File: src/rtl/control_sequencer_if.sv
// Memory-side handshake bundle for control_sequencer: instruction fetch
// request/ready, the fetched instruction word and data-access completion.
interface control_sequencer_if;
    logic        imem_req;
    logic        imem_ready;
    logic [31:0] instr;
    logic        dmem_ready;

    modport master (output imem_req, input imem_ready, input instr, input dmem_ready);
    modport slave  (input imem_req, output imem_ready, output instr, output dmem_ready);
endinterface

File: src/rtl/control_sequencer.sv
// Multi-cycle FETCH/DECODE/EXEC/MEM/WB control sequencer for a small RISC-V style datapath.
// Optional retired-instruction counter enabled by defining CTRL_RETIRE_CNT_EN.
module control_sequencer #(
    parameter int MEM_WAIT_MAX = 15
) (
    input  logic                       clk,
    input  logic                       rst,
    control_sequencer_if.master        mem,
    input  logic                       branch_taken,
    output logic                       ir_write,
    output logic                       pc_write,
    output logic                       pc_src,
    output logic                       alu_src,
    output logic                       reg_write,
    output logic                       mem_read,
    output logic                       mem_write,
    output logic                       mem_to_reg,
    output logic [16:0]                imm_field,
    output logic [1:0]                 immsel,
    output logic                       illegal,
    output logic                       mem_timeout,
    output logic [2:0]                 state
`ifdef CTRL_RETIRE_CNT_EN
    ,
    output logic [31:0]                retired
`endif
);

    typedef enum logic [2:0] {
        FETCH  = 3'd0,
        DECODE = 3'd1,
        EXEC   = 3'd2,
        MEM    = 3'd3,
        WB     = 3'd4
    } state_e;

    typedef enum logic [2:0] {
        OP_R, OP_IALU, OP_LOAD, OP_STORE, OP_BRANCH, OP_ILLEGAL
    } op_e;

    localparam logic [7:0] WAIT_LAST = 8'(MEM_WAIT_MAX - 1);

    function automatic op_e classify(input logic [6:0] opcode);
        case (opcode)
            7'b0110011: classify = OP_R;
            7'b0010011: classify = OP_IALU;
            7'b0000011: classify = OP_LOAD;
            7'b0100011: classify = OP_STORE;
            7'b1100011: classify = OP_BRANCH;
            default:    classify = OP_ILLEGAL;
        endcase
    endfunction

    function automatic logic [1:0] immselFor(input op_e op);
        case (op)
            OP_IALU, OP_LOAD: immselFor = 2'b00;
            OP_STORE:         immselFor = 2'b01;
            OP_BRANCH:        immselFor = 2'b10;
            default:          immselFor = 2'b11;
        endcase
    endfunction

    state_e      state_q;
    logic [31:0] ir_q;
    logic [1:0]  immsel_q;
    logic        alu_src_q;
    logic [7:0]  wait_q;
    op_e         op;
    op_e         fetchOp;
    logic        memDone;
    logic        ir_unused;

    assign op        = classify(ir_q[6:0]);
    assign fetchOp   = classify(mem.instr[6:0]);
    assign ir_unused = ^ir_q[19:12];

    // Strobes are decoded from the registered state so reset removes them immediately.
    assign mem.imem_req = (state_q == FETCH);
    assign ir_write     = (state_q == FETCH) && mem.imem_ready;
    assign illegal      = (state_q == DECODE) && (op == OP_ILLEGAL);
    assign memDone      = (state_q == MEM) && mem.dmem_ready;
    assign mem_timeout  = (state_q == MEM) && !mem.dmem_ready && (wait_q == WAIT_LAST);
    assign pc_write     = illegal
                        || ((state_q == EXEC) && (op == OP_BRANCH))
                        || (memDone && (op == OP_STORE))
                        || mem_timeout
                        || (state_q == WB);
    assign pc_src       = (state_q == EXEC) && (op == OP_BRANCH) && branch_taken;
    assign reg_write    = (state_q == WB);
    assign mem_to_reg   = (state_q == WB) && (op == OP_LOAD);
    assign mem_read     = (state_q == MEM) && (op == OP_LOAD);
    assign mem_write    = (state_q == MEM) && (op == OP_STORE);
    assign imm_field    = {ir_q[31:20], ir_q[11:7]};
    assign immsel       = immsel_q;
    assign alu_src      = alu_src_q;
    assign state        = state_q;

    always_ff @(posedge clk or posedge rst) begin
        if (rst) begin
            state_q   <= FETCH;
            ir_q      <= '0;
            immsel_q  <= 2'b11;
            alu_src_q <= 1'b0;
            wait_q    <= '0;
        end else begin
            case (state_q)
                FETCH: begin
                    if (mem.imem_ready) begin
                        ir_q      <= mem.instr;
                        immsel_q  <= immselFor(fetchOp);
                        alu_src_q <= (fetchOp == OP_IALU) || (fetchOp == OP_LOAD)
                                     || (fetchOp == OP_STORE);
                        state_q   <= DECODE;
                    end
                end
                DECODE: begin
                    state_q <= (op == OP_ILLEGAL) ? FETCH : EXEC;
                end
                EXEC: begin
                    wait_q <= '0;
                    case (op)
                        OP_R, OP_IALU:     state_q <= WB;
                        OP_LOAD, OP_STORE: state_q <= MEM;
                        default:           state_q <= FETCH;
                    endcase
                end
                MEM: begin
                    // A ready arriving on the last allowed cycle still completes the access.
                    if (mem.dmem_ready) begin
                        state_q <= (op == OP_LOAD) ? WB : FETCH;
                    end else if (wait_q == WAIT_LAST) begin
                        state_q <= FETCH;
                    end else begin
                        wait_q <= wait_q + 8'd1;
                    end
                end
                WB: begin
                    state_q <= FETCH;
                end
                default: begin
                    state_q <= FETCH;
                end
            endcase
        end
    end

`ifdef CTRL_RETIRE_CNT_EN
    logic [31:0] retired_q;
    logic        retire;

    assign retire = (state_q == WB)
                 || ((state_q == EXEC) && (op == OP_BRANCH))
                 || (memDone && (op == OP_STORE));
    assign retired = retired_q;

    always_ff @(posedge clk or posedge rst) begin
        if (rst) begin
            retired_q <= '0;
        end else if (retire) begin
            retired_q <= retired_q + 32'd1;
        end
    end
`endif

endmodule
File: src/flat_wrapper.sv
// flat-port wrapper written by rule: the top's interface ports become plain ports
module control_sequencer_flat 
#(
    parameter int MEM_WAIT_MAX = 15
)
  (clk, rst, branch_taken, ir_write, pc_write, pc_src, alu_src, reg_write, mem_read, mem_write, mem_to_reg, imm_field, immsel, illegal, mem_timeout, state, mem_imem_req, mem_imem_ready, mem_instr, mem_dmem_ready);
  control_sequencer_if mem_i ();
  input  logic clk;
  input  logic rst;
  input  logic branch_taken;
  output logic ir_write;
  output logic pc_write;
  output logic pc_src;
  output logic alu_src;
  output logic reg_write;
  output logic mem_read;
  output logic mem_write;
  output logic mem_to_reg;
  output logic [16:0] imm_field;
  output logic [1:0] immsel;
  output logic illegal;
  output logic mem_timeout;
  output logic [2:0] state;
  output wire logic [$bits(mem_i.imem_req)-1:0] mem_imem_req;
  input wire logic [$bits(mem_i.imem_ready)-1:0] mem_imem_ready;
  input wire logic [$bits(mem_i.instr)-1:0] mem_instr;
  input wire logic [$bits(mem_i.dmem_ready)-1:0] mem_dmem_ready;
  assign mem_imem_req = mem_i.imem_req;
  assign mem_i.imem_ready = mem_imem_ready;
  assign mem_i.instr = mem_instr;
  assign mem_i.dmem_ready = mem_dmem_ready;
  control_sequencer #(.MEM_WAIT_MAX(MEM_WAIT_MAX)) u_core (.clk(clk), .rst(rst), .mem(mem_i), .branch_taken(branch_taken), .ir_write(ir_write), .pc_write(pc_write), .pc_src(pc_src), .alu_src(alu_src), .reg_write(reg_write), .mem_read(mem_read), .mem_write(mem_write), .mem_to_reg(mem_to_reg), .imm_field(imm_field), .immsel(immsel), .illegal(illegal), .mem_timeout(mem_timeout), .state(state));
endmodule
File: config.mk
export PLATFORM = sky130hd
export DESIGN_NAME = control_sequencer_flat
export DESIGN_NICKNAME = d
export VERILOG_FILES = /design/src/rtl/control_sequencer_if.sv /design/src/rtl/control_sequencer.sv /design/src/flat_wrapper.sv
export SDC_FILE = /design/constraint.sdc
export NUM_CORES = 1
export LEC_CHECK = 0
export ABC_AREA = 1
export CORE_MARGIN = 4
export CORE_UTILIZATION = 49
export CTS_CLUSTER_SIZE = 30
export DETAILED_ROUTE_END_ITERATION = 12
export GPL_TIMING_DRIVEN = 0
export PLACE_DENSITY = 0.86
export SLEW_MARGIN = 10
export SYNTH_ARGS = -nofsm -noshare
export SYNTH_HDL_FRONTEND = slang
export SYNTH_SLANG_ARGS = --single-unit
File: constraint.sdc
create_clock -name clk -period 3.6 [get_ports clk]
set_input_delay 0.36 -clock clk [delete_from_list [all_inputs] [get_ports clk]]
set_output_delay 0.36 -clock clk [all_outputs]
set_load 0.01 [all_outputs]
==> results.py <==
metrics = {
    "status": {
        "outcome": "complete, no violations",
    },
    "pwr": {
        "ir_drop_mv": 0.447,
        "power_leakage_nw": 1.38,
        "powerDensity_nw_per_um2": 659,
        "total_power_mw": 1.83,
    },
    "placement": {
        "portBuffers": 61,
        "dp_cells": 385,
        "dp_hpwl_mm": 3.53,
        "gp_congestion": 0.860,
    },
    "sta": {
        "tightest_slew_ns": 0.775,
        "fin_crit_sh_pct": 67.7,
        "setup_tns_ns": 0,
        "finalHoldWorstSlack_ns": 0.480,
        "fin_skew_ns": 0.00658,
        "finalCriticalPeriod_ns": 2.44,
        "setup_violations": 0,
        "hold_viol_final": 0,
        "slew_viol_final": 0,
        "rsz0062_at_grt": "no",
        "fmax_mhz": 410,
        "slew_headroom_pct": 48.3,
    },
    "synth": {
        "synth_compound_area_share_pct": 2.83,
        "synth-main-ff-cell": "dfrtp_1",
        "ys_seq_area_share_pct": 47.0,
        "syn_area_um2": 2030,
        "synth-simple-area-share_pct": 35.4,
        "syn_avg_cell_area_um2": 7.41,
        "synth_commonest_cells": "114 x nand2_1, 36 x dfrtp_1, 29 x nor2_1, 23 x inv_1, 18 x nand3_1",
        "synth_edf_count": 0,
        "synth_top_family_by_area": "simple AND/OR/NAND/NOR gates",
        "synth_largest_area_cell": "dfrtp_1",
        "synth_area_leaders": "dfrtp_1 44%, nand2_1 21%, buf_4 6.3%, nor2_1 5.4%, nand3_1 4.4%",
        "synth-xor-area-share_pct": 0.863,
        "ys_seq_elements": 38,
        "synth.area.mux_share_pct": 0,
        "synth_fa_ha_area_share_pct": 1.23,
        "synth_top_cell_area_share_pct": 44.4,
        "synth.distinct_cells": 23,
        "syn_nets": 313,
        "syn_inst": 274,
        "synth-async-reset-ratio_pct": 100,
        "yosys_warnings": 0,
        "yosysMostFrequentCell": "nand2_1",
    },
    "detailed_routing": {
        "vias": 1885,
        "drt-pass1-iter-count": 4,
        "viasPerCell": 4.80,
        "wl_per_cell_um": 12.1,
        "drt_iter0_drc": 80,
        "ant_nets": 0,
        "wl_mm": 4.77,
        "drc": 0,
    },
    "clock_network": {
        "path_clk_slew_ns": 0.07,
        "cts_tree": "built",
        "cts_buffer_depth": 2,
        "cts_setup_buffers": 0,
        "cts_hold_buf": 0,
        "clock-root-buffer": "clkbuf_8",
        "htree_num_levels": 2,
        "clock_latency_ns": 0.29,
        "cts-resized-gates": 0,
        "cts.sinks": 38,
        "cts_buffers": 5,
    },
    "grt": {
        "grt_pass1_vias": 1794,
        "grt_max_degree": 39,
        "track_usage_pct": 19.6,
        "antenna_found_initial": 0,
        "overflow": 0,
        "grt_pass1_wl_mm": 7.89,
    },
    "floorplan": {
        "initial_utilization_pct": 50.8,
        "die_y_um": 72.4,
        "die_x_um": 72.4,
        "core_um2": 4000,
        "io_pins": 70,
        "fp-row-count": 23,
        "die_area_um2": 5240,
    },
    "setup_path": {
        "cp-end-kind": "output port",
        "crit_required_ns": 3.24,
        "crit_path_start_kind": "flip-flop",
        "path_max_fanout": 10,
        "worst_ep_arrival_time_ns": 2.08,
        "worstPathCellList": "nor3_4 > nand2_2 > inv_2 > buf_2 > clkdlybuf4s50_1",
        "path_buf_inv": 3,
        "timing_worst_setup_path_type": "flip-flop to output port",
        "crit_slowest_cell": "clkdlybuf4s50_1",
        "crit_path_max_incr_delay_ns": 0.57,
        "path_delay_family": "buffers and inverters",
    },
    "final_layout": {
        "stdcell_count": 393,
        "final_nets": 381,
        "nFillCells": 336,
        "syn2layout_area_growth_pct": 37.1,
        "antenna-diode-count": 0,
        "drive_gt1_share_pct": 10.2,
    },
    "job": {
        "cap_violations": 0,
    },
    "worst_hold_path": {
        "hp-class": "flip-flop to flip-flop",
    },
}
-- layout by cell type (no fill, tap or decap), types with 5 or more instances in the layout --
cell / synthesis / routed
clkbuf_1: 2 / 5
buf_4: 17 / 17
clkbuf_8: 0 / 5
nand2_1: 114 / 114
inv_1: 23 / 22
dfrtp_1: 36 / 36
nor2_1: 29 / 29
nand3_1: 18 / 18
clkdlybuf4s50_1: 0 / 61
o21ai_0: 8 / 8
-- power breakdown --
part / leakage (nW) / switching, mW / internal [mW]
Sequential: 0.482 / 0.0973 / 0.586
Combinational: 0.854 / 0.389 / 0.478
Clock: 0.0395 / 0.146 / 0.138
Total: 1.38 / 0.632 / 1.20
-- final cells by class --
class | instances | area (µm²) | area share (%)
Sequential cell | 38 | 953 | 34.2
Timing Repair Buffer | 61 | 611 | 21.9
Tap cell | 50 | 62.6 | 2.25
Clock buffer | 8 | 80.1 | 2.88
Inverter | 24 | 90.1 | 3.24
Multi-Input combinational cell | 189 | 820 | 29.4
Buffer | 23 | 168 | 6.02
-- worst paths after layout --
check | depth (start not counted) | slack, ns | from | end
hold / removal | 2 | 0.48 | u_core.ir_q[24] | u_core.ir_q[24]
setup reg to reg | 9 | 1.98 | u_core.wait_q[0] | u_core.wait_q[4]
max in group asynchronous | 2 | 2.58 | rst | u_core.ir_q[27]
setup / recovery | 5 | 1.16 | u_core.state[1] | ir_write
min in group asynchronous | 2 | 0.52 | rst | u_core.wait_q[1]
hold reg to reg | 2 | 0.48 | u_core.ir_q[24] | u_core.ir_q[24]
-- metrics by stage --
stage	cell area (µm²)	utilization [%]	worst slack [ns]
after detailed placement	2700	67.6	1.35
after global routing	2780	69.6	1.00
after floorplan	2030	-	2.08
after CTS	2780	69.6	1.14
final	2780	69.6	1.16
after global placement	2700	67.6	1.34
-- worst reg2reg max path: cells and delay by family, from the launching register on --
kind                       cells  cell delay [ns]
and+or+nand+nor                5             0.70
DFF                            1             0.43
buffers and inverters          2             0.15
adders and majority gates      1             0.16
AOI/OAI and AO/OA              1             0.07
-- cell families (layout without fill, tap and decap cells) --
| family | count (synthesis) | in the layout |
|---|---|---|
| DFF | 38 | 38 |
| and+or+nand+nor | 174 | 174 |
| buffers and inverters | 47 | 116 |
| AOI/OAI and AO/OA | 11 | 11 |
| xor gates and xnor gates | 2 | 2 |
| adders and majority gates | 2 | 2 |
-- sequential cells by signal (all words and copies together), names as in the netlist --
register        flops
u_core.alu_src      1
u_core.wait_q       8
u_core.state        3
u_core.ir_q        24
u_core.immsel       2
-- per-layer routing --
| layer | wire length (µm) | up-vias | global-route usage [%] |
|---|---|---|---|
| li1 | - | 965 | - |
| met1 | 2000 | 860 | 21.9 |
| met2 | 2380 | 51 | 34.1 |
| met3 | 281 | 9 | 5.40 |
| met4 | 108 | 0 | 9.84 |
| met5 | 0 | - | 0 |
Note: power is estimated with default switching activity, not from simulation.
